$ cat src/rtl/push_lock_pkg.sv
// Shared types and helpers for the push-button lock blocks.
package push_lock_pkg;

    typedef enum logic [1:0] {
        IDLE,
        COLLECT,
        OPEN,
        LOCKOUT
    } state_t;

    // Never returns less than 1, so every derived vector keeps at least one bit.
    function automatic int clog2(input int value);
        int r;
        r = 0;
        while ((1 << r) < value) r++;
        return (r < 1) ? 1 : r;
    endfunction

endpackage

$ cat src/rtl/push_sync_edge.sv
// Two-flop synchroniser for raw button levels plus a one-cycle rising-edge pulse per bit.
module push_sync_edge #(
    parameter int W = 14
) (
    input  logic         clk,
    input  logic         reset,
    input  logic [W-1:0] din,
    output logic [W-1:0] rise
);

    logic [W-1:0] s1;
    logic [W-1:0] s2;
    logic [W-1:0] s3;

    always_ff @(posedge clk or negedge reset) begin
        if (!reset) begin
            s1 <= '0;
            s2 <= '0;
            s3 <= '0;
        end else begin
            s1 <= din;
            s2 <= s1;
            s3 <= s2;
        end
    end

    assign rise = s2 & ~s3;

endmodule

$ cat src/rtl/push_seq_lock.sv
// Sequence lock: programmable button code, inter-press timeout, timed open window
// and a lockout after repeated wrong presses.
module push_seq_lock
    import push_lock_pkg::*;
#(
    parameter int N_BTN       = 14,
    parameter int SEQ_LEN     = 14,
    parameter int TIMEOUT_CYC = 255,
    parameter int OPEN_CYC    = 100,
    parameter int MAX_FAIL    = 3,
    parameter int LOCK_CYC    = 1000
) (
    input  logic                          clk,
    input  logic                          reset,
    input  logic [N_BTN-1:0]              push,
    input  logic                          code_we,
    input  logic [clog2(SEQ_LEN)-1:0]     code_idx,
    input  logic [clog2(N_BTN)-1:0]       code_val,
    output logic                          unlock,
    output logic                          err,
    output logic                          locked_out,
    output logic [clog2(SEQ_LEN+1)-1:0]   progress
);

    localparam int BW = clog2(N_BTN);
    localparam int PW = clog2(SEQ_LEN + 1);
    localparam int TW = clog2(TIMEOUT_CYC + 1);
    localparam int OW = clog2(OPEN_CYC + 1);
    localparam int FW = clog2(MAX_FAIL + 1);
    localparam int LW = clog2(LOCK_CYC + 1);

    state_t          state;
    logic [TW-1:0]   tmo_cnt;
    logic [OW-1:0]   open_cnt;
    logic [FW-1:0]   fail_cnt;
    logic [LW-1:0]   lock_cnt;
    logic [BW-1:0]   table_q [SEQ_LEN];

    logic [N_BTN-1:0] rise;
    logic             press;
    logic             single;
    logic             match;
    logic             wr_ok;
    logic [BW-1:0]    btn_id;
    logic [BW-1:0]    exp_id;

    push_sync_edge #(.W(N_BTN)) u_sync (
        .clk   (clk),
        .reset (reset),
        .din   (push),
        .rise  (rise)
    );

    // A press with several simultaneous rising bits never matches, whatever btn_id says.
    always_comb begin
        press  = |rise;
        single = press && ((rise & (rise - N_BTN'(1))) == '0);
        btn_id = '0;
        for (int i = 0; i < N_BTN; i++) begin
            if (rise[i]) btn_id = BW'(i);
        end
        exp_id = '0;
        for (int i = 0; i < SEQ_LEN; i++) begin
            if (int'(progress) == i) exp_id = table_q[i];
        end
        match = single && (btn_id == exp_id);
        wr_ok = code_we && (state == IDLE) &&
                (int'(code_idx) < SEQ_LEN) && (int'(code_val) < N_BTN);
    end

    always_ff @(posedge clk or negedge reset) begin
        if (!reset) begin
            for (int i = 0; i < SEQ_LEN; i++) table_q[i] <= BW'(i % N_BTN);
        end else if (wr_ok) begin
            for (int i = 0; i < SEQ_LEN; i++) begin
                if (int'(code_idx) == i) table_q[i] <= code_val;
            end
        end
    end

    // IDLE and COLLECT share the press handling; progress is always 0 in IDLE.
    always_ff @(posedge clk or negedge reset) begin
        if (!reset) begin
            state      <= IDLE;
            progress   <= '0;
            tmo_cnt    <= '0;
            open_cnt   <= '0;
            fail_cnt   <= '0;
            lock_cnt   <= '0;
            unlock     <= 1'b0;
            err        <= 1'b0;
            locked_out <= 1'b0;
        end else begin
            err <= 1'b0;
            case (state)
                IDLE, COLLECT: begin
                    if (press && !match) begin
                        err      <= 1'b1;
                        progress <= '0;
                        fail_cnt <= fail_cnt + FW'(1);
                        if (int'(fail_cnt) + 1 == MAX_FAIL) begin
                            state      <= LOCKOUT;
                            lock_cnt   <= '0;
                            locked_out <= 1'b1;
                        end else begin
                            state <= IDLE;
                        end
                    end else if (press) begin
                        tmo_cnt <= '0;
                        if (int'(progress) + 1 == SEQ_LEN) begin
                            state    <= OPEN;
                            progress <= PW'(SEQ_LEN);
                            open_cnt <= '0;
                            fail_cnt <= '0;
                            unlock   <= 1'b1;
                        end else begin
                            state    <= COLLECT;
                            progress <= progress + PW'(1);
                        end
                    end else if (state == COLLECT) begin
                        if (int'(tmo_cnt) == TIMEOUT_CYC - 1) begin
                            err      <= 1'b1;
                            progress <= '0;
                            state    <= IDLE;
                        end else begin
                            tmo_cnt <= tmo_cnt + TW'(1);
                        end
                    end
                end
                OPEN: begin
                    if (press || (int'(open_cnt) == OPEN_CYC - 1)) begin
                        state    <= IDLE;
                        progress <= '0;
                        unlock   <= 1'b0;
                    end else begin
                        open_cnt <= open_cnt + OW'(1);
                    end
                end
                LOCKOUT: begin
                    if (int'(lock_cnt) == LOCK_CYC - 1) begin
                        state      <= IDLE;
                        fail_cnt   <= '0;
                        locked_out <= 1'b0;
                    end else begin
                        lock_cnt <= lock_cnt + LW'(1);
                    end
                end
                default: state <= IDLE;
            endcase
        end
    end

endmodule

$ cat config.mk
export PLATFORM = sky130hd
export DESIGN_NAME = push_seq_lock
export DESIGN_NICKNAME = d
export VERILOG_FILES = /design/src/rtl/push_lock_pkg.sv /design/src/rtl/push_sync_edge.sv /design/src/rtl/push_seq_lock.sv
export SDC_FILE = /design/constraint.sdc
export NUM_CORES = 1
export LEC_CHECK = 0
export ABC_AREA = 1
export CAP_MARGIN = 20
export CORE_MARGIN = 1.5
export CORE_UTILIZATION = 35
export CTS_CLUSTER_SIZE = 14
export DETAILED_ROUTE_END_ITERATION = 8
export SYNTH_ARGS = -nofsm -noshare
export SYNTH_HDL_FRONTEND = slang
export SYNTH_HIERARCHICAL = 1
export SYNTH_SLANG_ARGS = --single-unit
$ cat constraint.sdc
create_clock -name clk -period 4.6 [get_ports clk]
set_input_delay 1.15 -clock clk [delete_from_list [all_inputs] [get_ports clk]]
set_output_delay 1.15 -clock clk [all_outputs]
set_load 0.005 [all_outputs]
# [Yosys cells after proc, flatten, opt, wreduce, memory -nomap -nowiden]
# Cells that the tools add are included.
[totals] word_cells=201 ff_bits=134 output_inout_bits=7
[classes] mux=73 eq_ne=49 n_bitwise=4 n_addsub=8 n_lt_le_gt_ge=2 n_reduce_logical=39
[op_table] op="$mux 4" n=30
[op_table] op="$eq 4x4->1 const B" n=16
[op_table] op="$eq 4x3->1 const B" n=8
[op_table] op="$mux 10" n=3
[op_table] op="$and 14x14->14" n=2
[op_table] op="$mux 7" n=4
[op_table] op="$reduce_and 2->1" n=14
[op_table] op="$mux 2" n=13
[op_table] op="$mux 8" n=3
[op_table] op="$reduce_and 4->1" n=6
[op_table] op="$ne 2x2->1 const B" n=10
[op_table] op="$pmux 10 s2" n=1
[op_table] op="$logic_not 14->1" n=1
[op_table] op="$not 14->14" n=1
[op_table] op="$pmux 7 s2" n=1
[op_table] op="$reduce_or 14->1" n=1
[op_table] op="$sub 14x1->14 const B" n=1
[op_table] op="$mux 1" n=13
[op_table] op="$add 10x1->10 const B" n=1
[op_table] op="$eq 10x6->1 const B" n=1
[op_table] op="$reduce_and 5->1" n=2
[op_table] op="$add 8x1->8 const B" n=1
[op_table] op="$eq 4x2->1 const B" n=2
[op_table] op="$eq 8x2->1 const B" n=1
[op_table] op="other kinds (26)" n=39

# [Depth between registers and ports, before layout]
[depth] ltp_word=21 depth_mapped=29 ltp_nobuf=29

# [Modules after synthesis]
# The synthesis kept the hierarchy.
[modules_own_cells] mod="push_seq_lock" n_inst=1 seq_area_each_um2=2333.5 area_each_um2=5406.4 cells_per_inst=752
[modules_own_cells] mod="push_sync_edge" n_inst=1 seq_area_each_um2=1051.0 area_each_um2=1191.1 cells_per_inst=70

# [Worst setup path after synthesis]
# No wires, ideal clock.
[synth_path] path_kind="register to register" startpoint="register progress[1]" endpoint="register open_cnt[6]" setup_ps=128 slack_ps=2054 path_stages_with_launch=26 period_less_slack_ps=2546 required_time_ps=4472 arrival_time_ps=2418 path_buffers=0 path_cell_list="dfrtp_1 > inv_1 > ha_1 > inv_1 > nor3_1 > nand2_1 > nand3_1 > nand3_1 > nand3_1 > nand2_1 > nand2_1 > nand2_1 > nand2_1 > nand2_1 > nand2_1 > nand2_1 > nand3_1 > nand2_1 > nand2_1 > nand2_1 > nor3_2 > nand4_2 > nand2_2 > inv_1 > nand2_1 > o21ai_0"
[synth_between] elab_chain_len=21 word_cells_on_any_way=37 cone_classes="add/sub (1); eq/ne (17); mux (14); reduce/logical (5)"
[synth_lines] element="from (decl)" line="push_seq_lock.sv:22" rtl="output logic [clog2(SEQ_LEN+1)-1:0] progress"
[synth_lines] element="from (signal assigned)" line="push_seq_lock.sv:112" rtl="progress <= PW'(SEQ_LEN);"
[synth_lines] element="from (signal assigned)" line="push_seq_lock.sv:118" rtl="progress <= progress + PW'(1);"
[synth_lines] element="$logic_not 4->1" line="push_seq_lock.sv:64" rtl="if (int'(progress) == i) exp_id = table_q[i];"
[synth_lines] element="$mux 4 (14 in series)" line="push_seq_lock.sv:64"
[synth_lines] element="$eq 4x4->1" line="push_seq_lock.sv:66" rtl="match = single && (btn_id == exp_id);"
[synth_lines] element="$logic_and 1x1->1" line="push_seq_lock.sv:66"
[synth_lines] element="$logic_not 1->1" line="push_seq_lock.sv:97" rtl="if (press && !match) begin"
[synth_lines] element="$logic_and 1x1->1" line="push_seq_lock.sv:97"
[synth_lines] element="$ne 2x2->1 (no line)"
[synth_lines] element="$reduce_and 5->1 (no line) *"
[synth_lines] element="to (signal assigned)" line="push_seq_lock.sv:136" rtl="open_cnt <= open_cnt + OW'(1);"
[synth_lines] element="to (decl)" line="push_seq_lock.sv:34" rtl="logic [OW-1:0] open_cnt;"
# Mark *: on every way between the ends. The rest lies on a longest branch, timed or not.
# A chain may end at the register's enable or synchronous reset.

# [Final worst setup path]
[layout_path] startpoint="register progress[1]" endpoint="register lock_cnt[3]"
[layout_between] elab_chain_len=21 word_cells_on_any_way=34 cone_classes="eq/ne (15); mux (14); reduce/logical (5)"
[layout_lines] element="$logic_not 4->1" line="push_seq_lock.sv:64"
[layout_lines] element="$mux 4 (13 in series)" line="push_seq_lock.sv:64"
[layout_lines] element="$mux 4 *" line="push_seq_lock.sv:64"
[layout_lines] element="$eq 4x4->1 *" line="push_seq_lock.sv:66"
[layout_lines] element="$logic_and 1x1->1 *" line="push_seq_lock.sv:66"
[layout_lines] element="$logic_not 1->1 *" line="push_seq_lock.sv:97"
[layout_lines] element="$logic_and 1x1->1 *" line="push_seq_lock.sv:97"
[layout_lines] element="$ne 2x2->1 (no line) *"
[layout_lines] element="$reduce_and 4->1 (no line) *"
[layout_lines] element="to (signal assigned)" line="push_seq_lock.sv:145" rtl="lock_cnt <= lock_cnt + LW'(1);"
[layout_lines] element="to (decl)" line="push_seq_lock.sv:36" rtl="logic [LW-1:0] lock_cnt;"
# Marked as above.

==> results.cfg <==
[placed_design]
dp_hpwl_um = 9510
routabilityCongestion = 0.804
port_buffers = 31

[run_status]
outcome = finished clean

[hold_path]
min_path_type = flip-flop to flip-flop
holdPathStages = 0

[timing]
setup_viol_count_final = 0
rsz0062_at_grt = false
setup-tns-final_ps = 0
relSlewSlack_pct = 43.6
tightest_slew_ps = 840
final_hold_viol_count = 0
finClkSkew_ps = 7.34
layout_min_cycle_time_ps = 3140
holdWs_ps = 348
slew_viol_final = 0
fin_crit_sh_pct = 68.3
fmax_ghz = 0.318

[drt]
final_antenna_net_count = 0
routed_wl_um = 13900
vias = 5154
drc_errors = 0
vias_per_cell = 4.64
wl_per_cell_um = 12.5
dr.first_iter.drc_count = 305
drt-pass1-iter-count = 5

[clock_network]
clk_latency_ps = 430
cts_root_buf = clkbuf_16
cts_resized = 0
htreeDepth = 4
tritoncts = yes
clkTransAtPathRegs_ps = 60
cts_sinks = 134
postCtsHoldBufs = 0
cts_buffers = 17
clockBufferDepth = 2
cts_setup_buffers = 0

[synthesis]
synth-seq-cells = 134
yosysTopAreaCellShare_pct = 41.3
synth_top_flop_cell = dfrtp_1
synth_edf_count = 0
yosysWarnings = 6
netlist_instances = 822
ys_top_cells_by_area = dfrtp_1 41%, nand2_1 14%, dfstp_2 10%, inv_1 5.9%, o21ai_0 5.8%
ys_async_sr_fraction_pct = 100
yosys.area.top_type = dfrtp_1
ys_seq_area_share_pct = 51.3
avgSynthCellArea_sq_um = 8.03
synthesis.area_sq_um = 6600
syn_nets = 856
yosysUniqueCellTypes = 36

[global_routing]
grt_use_total_pct = 15.7
grt_antenna_before_repair = 0
grt_pass1_wl_um = 24300
grt_pass1_vias = 5038
grt.overflow.total = 0
grt_start_max_net_pins = 110

[worst_setup_path]
path_common_cell = nand2_1
path_max_fanout = 12
slowest_delay_ps = 430
critPathLaunchType = flip-flop
crit_type = flip-flop to flip-flop
end_kind = flip-flop
reg2reg_depth = 28
cp_data_arrival_time_ps = 3450
crit_slowest_cell = dfrtp_1
cp.required_ps = 4910

[pwr]
vdd_drop_max_mv = 0.260
totalPowerFinal_w = 0.00364
leakage_nw = 3.62
power_density_nw_per_um2 = 468

[floorplanning]
start_util_pct = 35.5
io_pins = 32
die_y_um = 140
die_x_um = 140
dieArea_sq_um = 19700
core_sq_um = 18600
rows = 50

[cells_and_area]
final_layout_size_suffix_gt1_share_pct = 12.1
layout.nets = 898
layout_commonest_cell = nand2_1
n_fill_cell = 1865
area_growth_pct = 17.7
diodes = 0
final_cell_mix = 253 x nand2_1, 109 x dfrtp_1, 103 x inv_1

[flow_run]
cap_violations = 0
-- routing by layer --
layer | GRT usage, % | vias up | share of wire, %
met5 | 0 | - | 0
met4 | 6.59 | 0 | 1.9
met3 | 3.66 | 16 | 3.4
met2 | 24.5 | 85 | 45
met1 | 21.1 | 2354 | 50
li1 | - | 2699 | -
-- cell usage after synthesis, types with 6 or more instances --
cell type / count
o21ai_0: 77
dfstp_2: 25
ha_1: 9
a21oi_1: 21
xor2_1: 10
or2_2: 6
nor2_1: 63
clkbuf_1: 7
nor3_1: 14
nor2_2: 16
nand3_1: 49
dfrtp_1: 109
nand2_1: 253
nand4_1: 13
inv_1: 103
-- worst paths after layout --
| kind | from | to | slack [ps] |
|---|---|---|---|
| worst max-delay path | progress[1] | lock_cnt[3] | 1460 |
| worst min-delay path | u_sync/s1[4] | u_sync/s2[4] | 350 |
| worst max register to register | progress[1] | lock_cnt[3] | 1460 |
| worst min register to register | u_sync/s1[4] | u_sync/s2[4] | 350 |
| max in group asynchronous | reset | table_q[2] | 2960 |
| min in group asynchronous | reset | table_q[37] | 550 |
-- per-stage QoR --
step                      setup WS (ps)  utilization [%]  std cells  instance area [sq um]
after CTS                          1420             41.6       1110                   7740
after floorplan                    2050                -        822                   6600
after global placement             1410             38.5       1078                   7160
after detailed placement           1300             38.5       1078                   7160
final                              1460             41.8       1111                   7760
after global routing               1050             41.8       1111                   7760
-- area by class of cell --
cell class                      count  area, sq um  share of cell area, %
Multi-Input combinational cell    569         2750                   35.4
Tap cell                          234          293                   3.77
Clock inverter                     14          139                   1.79
Timing Repair Buffer               34          354                   4.56
Sequential cell                   134         3380                   43.6
Inverter                          108          405                   5.22
Clock buffer                       18          439                   5.66
-- sequential cells by signal, summed over array words and instances, names as in the netlist --
| name | cells |
|---|---|
| locked_out | 1 |
| u_sync/s1 | 14 |
| state | 2 |
| tmo_cnt | 8 |
| u_sync/s3 | 14 |
| err | 1 |
| unlock | 1 |
| table_q | 56 |
| fail_cnt | 2 |
| u_sync/s2 | 14 |
| open_cnt | 7 |
| progress | 4 |
| lock_cnt | 10 |
-- worst max-delay path: cells and delay by family, from the launching register on --
family	cells	cell delay, ps
and+or+nand+nor	24	1960
DFF	1	430
buffers and inverters	3	380
adders and majority gates	1	230
-- cells by family (layout without fill, tap and decap cells) --
group                      after synthesis  after routing  share of synthesized area, %
DFF                                    134            134                          51.3
and+or+nand+nor                        437            437                          29.6
buffers and inverters                  119            174                          7.04
xor gates and xnor gates                12             12                          1.59
AOI/OAI and AO/OA                      111            111                          8.78
adders and majority gates                9              9                          1.71
-- power breakdown --
group	internal (W)	switching, W
clock network	0.000770	0.000553
registers	0.00151	0.000165
logic	0.000242	0.000392
total	0.00253	0.00111
No activity file was read; power rests on OpenSTA's default activity.
